==> src/rtl/onehot_sequencer_if.sv <==
// rtl/onehot_sequencer_if.sv - control and one-hot select bundle for onehot_sequencer
interface onehot_sequencer_if #(
    parameter int SEL_W = 3
);
    localparam int OUT_W = 1 << SEL_W;

    logic             en;
    logic [1:0]       mode;
    logic             load;
    logic [SEL_W-1:0] sel;
    logic [OUT_W-1:0] out;
    logic [SEL_W-1:0] idx;
    logic             active;
    logic             tc;

    modport master (output en, mode, load, sel, input out, idx, active, tc);
    modport slave  (input en, mode, load, sel, output out, idx, active, tc);
endinterface

==> src/rtl/onehot_sequencer.sv <==
// rtl/onehot_sequencer.sv - registered binary-to-one-hot decoder with up/down sequencing
module onehot_sequencer #(
    parameter int SEL_W = 3,
    parameter bit WRAP  = 1'b1
) (
    input  logic              clk,
    input  logic              rst_n,
    onehot_sequencer_if.slave bus
);
    localparam int OUT_W = 1 << SEL_W;

    localparam logic [1:0] MODE_DIRECT = 2'b00;
    localparam logic [1:0] MODE_UP     = 2'b01;
    localparam logic [1:0] MODE_DOWN   = 2'b10;

    localparam logic [SEL_W-1:0] IDX_MAX = '1;

    logic [SEL_W-1:0] idx_r, idx_nxt;
    logic             active_r, active_nxt;
    logic             tc_r, tc_nxt;
    logic [OUT_W-1:0] out_r, out_nxt;

    always_comb begin
        idx_nxt    = idx_r;
        active_nxt = active_r;
        tc_nxt     = 1'b0;
        if (!bus.en) begin
            active_nxt = 1'b0;
        end else if (bus.load || bus.mode == MODE_DIRECT) begin
            idx_nxt    = bus.sel;
            active_nxt = 1'b1;
        end else if (bus.mode == MODE_UP || bus.mode == MODE_DOWN) begin
            // The first enabled cycle only re-asserts the output at the retained index.
            if (!active_r) begin
                active_nxt = 1'b1;
            end else if (bus.mode == MODE_UP) begin
                if (idx_r != IDX_MAX) begin
                    idx_nxt = idx_r + 1'b1;
                    tc_nxt  = !WRAP && (idx_nxt == IDX_MAX);
                end else if (WRAP) begin
                    idx_nxt = '0;
                    tc_nxt  = 1'b1;
                end
            end else begin
                if (idx_r != '0) begin
                    idx_nxt = idx_r - 1'b1;
                    tc_nxt  = !WRAP && (idx_nxt == '0);
                end else if (WRAP) begin
                    idx_nxt = IDX_MAX;
                    tc_nxt  = 1'b1;
                end
            end
        end
    end

    // Decoding from next state keeps the one-hot output a direct flop, free of decode glitches.
    always_comb begin
        out_nxt = '0;
        if (active_nxt) begin
            out_nxt = OUT_W'(1) << idx_nxt;
        end
    end

    always_ff @(posedge clk or negedge rst_n) begin
        if (!rst_n) begin
            idx_r    <= '0;
            active_r <= 1'b0;
            tc_r     <= 1'b0;
            out_r    <= '0;
        end else begin
            idx_r    <= idx_nxt;
            active_r <= active_nxt;
            tc_r     <= tc_nxt;
            out_r    <= out_nxt;
        end
    end

    assign bus.out    = out_r;
    assign bus.idx    = idx_r;
    assign bus.active = active_r;
    assign bus.tc     = tc_r;
endmodule

==> src/flat_wrapper.sv <==
// flat-port wrapper written by rule: the top's interface ports become plain ports
module onehot_sequencer_flat 
#(
    parameter int SEL_W = 3,
    parameter bit WRAP  = 1'b1
)
  (clk, rst_n, bus_en, bus_mode, bus_load, bus_sel, bus_out, bus_idx, bus_active, bus_tc);
  onehot_sequencer_if #(.SEL_W(SEL_W)) bus_i ();
  input  logic clk;
  input  logic rst_n;
  input wire logic [$bits(bus_i.en)-1:0] bus_en;
  input wire logic [$bits(bus_i.mode)-1:0] bus_mode;
  input wire logic [$bits(bus_i.load)-1:0] bus_load;
  input wire logic [$bits(bus_i.sel)-1:0] bus_sel;
  output wire logic [$bits(bus_i.out)-1:0] bus_out;
  output wire logic [$bits(bus_i.idx)-1:0] bus_idx;
  output wire logic [$bits(bus_i.active)-1:0] bus_active;
  output wire logic [$bits(bus_i.tc)-1:0] bus_tc;
  assign bus_i.en = bus_en;
  assign bus_i.mode = bus_mode;
  assign bus_i.load = bus_load;
  assign bus_i.sel = bus_sel;
  assign bus_out = bus_i.out;
  assign bus_idx = bus_i.idx;
  assign bus_active = bus_i.active;
  assign bus_tc = bus_i.tc;
  onehot_sequencer #(.SEL_W(SEL_W), .WRAP(WRAP)) u_core (.clk(clk), .rst_n(rst_n), .bus(bus_i));
endmodule
==> config.mk <==
export PLATFORM = sky130hd
export DESIGN_NAME = onehot_sequencer_flat
export DESIGN_NICKNAME = d
export VERILOG_FILES = /design/src/rtl/onehot_sequencer_if.sv /design/src/rtl/onehot_sequencer.sv /design/src/flat_wrapper.sv
export SDC_FILE = /design/constraint.sdc
export NUM_CORES = 1
export LEC_CHECK = 0
export ABC_AREA = 1
export BUFFER_PORTS_ARGS = -buffer_cell sky130_fd_sc_hd__buf_4
export CAP_MARGIN = 20
export CORE_MARGIN = 3
export CORE_UTILIZATION = 35
export CTS_BUF_LIST = sky130_fd_sc_hd__clkbuf_4 sky130_fd_sc_hd__clkbuf_8 sky130_fd_sc_hd__clkbuf_16
export DETAILED_ROUTE_END_ITERATION = 10
export SKIP_LAST_GASP = 1
export SLEW_MARGIN = 25
export SYNTH_ARGS = -nofsm -noshare
export SYNTH_HDL_FRONTEND = slang
export SYNTH_SLANG_ARGS = --single-unit
export TNS_END_PERCENT = 100
==> constraint.sdc <==
create_clock -name clk -period 1.9 [get_ports clk]
set_input_delay 0.38 -clock clk [delete_from_list [all_inputs] [get_ports clk]]
set_output_delay 0.38 -clock clk [all_outputs]
set_load 0.005 [all_outputs]
==> results.sh <==
export IMPL_crit_fanout=4
export IMPL_outcome="completed"
export IMPL_cts_buffers=3
export IMPL_clkSinkCount=13
export IMPL_clk_pin_slew_ps=80
export IMPL_synth_area_um2=756
export IMPL_totalWireLength_mm=1.52
export IMPL_track_usage_pct=13.1
export IMPL_ir_drop_uv=342
export IMPL_tns_ps=0
export IMPL_required_ps=2060
export IMPL_r2r_cells=11
export IMPL_grt_pass1_wl_mm=2.66
export IMPL_fmax_mhz=623
export IMPL_drive_gt1_share_pct=37.2
export IMPL_finalSetupViolCount=0
export IMPL_nNetsFinal=137
export IMPL_worstHoldStart="bus_en"
export IMPL_crit_path_cell_trace="inv_1 > ha_1 > inv_1 > nor2_1 > nand2_1 > nand3_1 > nand2_2 > nand2_1 > nand2_2 > nand2_1 > nor2_1"
export IMPL_fin_crit_sh_pct=84.4
export IMPL_hold_depth=2
export IMPL_rsz0062_at_grt="false"
export IMPL_clockBufferDepth=2
export IMPL_detailed_place_area_um2=947
export IMPL_r2r_end="u_core.bus.out[6]"
export IMPL_dr_first_iter_drc_count=7
export IMPL_slowest_stage="dfrtp_1"
export IMPL_cap_violations=0
export IMPL_die_h_um=52.5
export IMPL_rows=16
export IMPL_die_w_um=52.5
export IMPL_worstSetupPathType="reg2reg"
export IMPL_cp_slowest_stage_delay_ps=420
export IMPL_crit_path_end_kind="register"
export IMPL_viasPerCell=4.52
export IMPL_cts_htree_levels=1
export IMPL_period_minus_slack_ps=1600
export IMPL_drc_errors=0
export IMPL_relSlewSlack_pct=85.6
export IMPL_syn_inst=95
export IMPL_hold_class="in2reg"
export IMPL_hold_path_end="u_core.bus.idx[2]"
export IMPL_crit_path_start_kind="register"
export IMPL_hpwl_mm=1.31
export IMPL_worstPathArrival_ps=1770
export IMPL_dieArea_mm2=0.00275
export IMPL_start_util_pct=37.8
export IMPL_drtAntennaViolNets=0
export IMPL_area_delta_synth_final_pct=30.6
export IMPL_synth_avg_cell_area_um2=7.96
export IMPL_yosysUniqueCellTypes=16
export IMPL_firstDrtPassIters=4
export IMPL_ys_seq_area_share_pct=43.0
export IMPL_overflow=0
export IMPL_wire_per_inst_um=10.3
export IMPL_fill_cells=219
export IMPL_grt_pass1_vias=636
export IMPL_syn_nets=110
export IMPL_r2r_start="u_core.bus.idx[0]"
export IMPL_fin_skew_ps=5.94
export IMPL_vias=669
export IMPL_fin_area_um2=987
export IMPL_r2r_slack_ps=300
export IMPL_gp_congestion=0.933
export IMPL_clockRootBuffer="clkbuf_4"
export IMPL_portBuffers=21
export IMPL_synth_seq_cells=13
export IMPL_post_cts_resized=0
export IMPL_cts_tree="built"
export IMPL_maxSlewViolCount=0
export IMPL_leakagePower_uw=0.000552
export IMPL_antennaDiodeCount=0
export IMPL_grt_max_degree=14
export IMPL_core_mm2=0.00200
export IMPL_finalHoldViolCount=0
export IMPL_power_density_mw_per_mm2=701
export IMPL_postLayoutCoreUtil_pct=49.3
export IMPL_worstMarginPinSlew_ps=215
export IMPL_yosysWarningCount=0
export IMPL_io_pin_count=22
export IMPL_cp_common_cell="nand2_1"
export IMPL_antenna_found_initial=0
export IMPL_clock_latency_ps=270
[cells in the mapped netlist, drive strengths merged]
cell / count / area share (%)
a21oi: 3 / 3.5
clkinv: 2 / 0.99
dfrtp: 13 / 43
ha: 6 / 9.9
inv: 14 / 7.0
nand2: 28 / 16
nand3: 3 / 2.6
nand4: 1 / 0.83
nor2: 21 / 13
o21ai: 3 / 2.0
xor2: 1 / 1.2
[stage by stage]
stage	setup WS [ps]	power, uW	hold slack, ps	instances
2_1_floorplan	485	440	84.4	95
3_3_place_gp	277	515	230	143
3_5_place_dp	303	517	229	143
4_1_cts	290	704	313	148
5_1_grt	150	748	319	148
6_report	296	692	323	148
[registers in the layout, indices dropped and copies added (netlist names)]
register,count
u_core.bus.out,8
u_core.bus.idx,3
u_core.bus.active,1
u_core.bus.tc,1
[layout make-up]
class / count / area [um2] / area share, %
Tap cell: 27 / 33.8 / 3.42
Sequential cell: 13 / 325 / 33.0
Timing Repair Buffer: 22 / 168 / 17.0
Multi-Input combinational cell: 66 / 370 / 37.5
Clock buffer: 4 / 30.0 / 3.04
Inverter: 16 / 60.1 / 6.08
[per-layer routing]
metal	GRT usage (%)	vias to the layer above	routed length (um)	share of wire, %
li1	-	342	-	-
met2	20.5	18	714	47
met5	0	-	0	0
met1	17.4	307	698	46
met4	2.55	0	12	0.79
met3	4.56	2	92	6.1
[power breakdown]
group / internal (uW) / switching (uW)
clock: 95.7 / 84.5
sequential: 295 / 16.0
combinational: 86.6 / 114
[cell usage in the layout, fill, tap and decap left out]
cell / n
nand2_1: 21
buf_4: 21
nor2_1: 16
dfrtp_1: 13
inv_1: 10
nand2_2: 7
ha_1: 6
inv_2: 4
nor2_2: 4
clkbuf_4: 4
o21ai_1: 3
a21oi_2: 3
clkinv_1: 2
nand3_1: 2
xor2_1: 1
nor2_4: 1
nand3_2: 1
nand4_1: 1
dlygate4sd3_1: 1
[worst max-delay path by stage]
stage                                  from           endpoint  cells past startpoint
final                     u_core.bus.idx[0]  u_core.bus.out[6]                     11
after global routing      u_core.bus.idx[0]  u_core.bus.out[2]                     11
after CTS                 u_core.bus.idx[0]  u_core.bus.out[2]                     11
after detailed placement  u_core.bus.idx[0]  u_core.bus.out[2]                     11
after global placement    u_core.bus.idx[0]  u_core.bus.out[2]                      9
after floorplan           u_core.bus.idx[0]  u_core.bus.out[0]                      9
[worst max-delay path: cells and delay by family (launching register included)]
family        cells  cell delay, ps
simple gates      8             590
flops             1             420
fa+ha+maj         1             320
buf+inv           2             160
[repair_timing]
item,in CTS,in global routing
setup buffers,0,0
hold buffers,1,0
endpoints found under the hold margin,13,0
[cell families after synthesis]
family / Yosys count / share of synthesized area [%]
flops: 13 / 43.0
fa+ha+maj: 6 / 9.93
xor+xnor: 1 / 1.16
buf+inv: 16 / 7.95
compound gates: 6 / 5.46
simple gates: 53 / 32.5
Power figures use the tool's default switching activity.
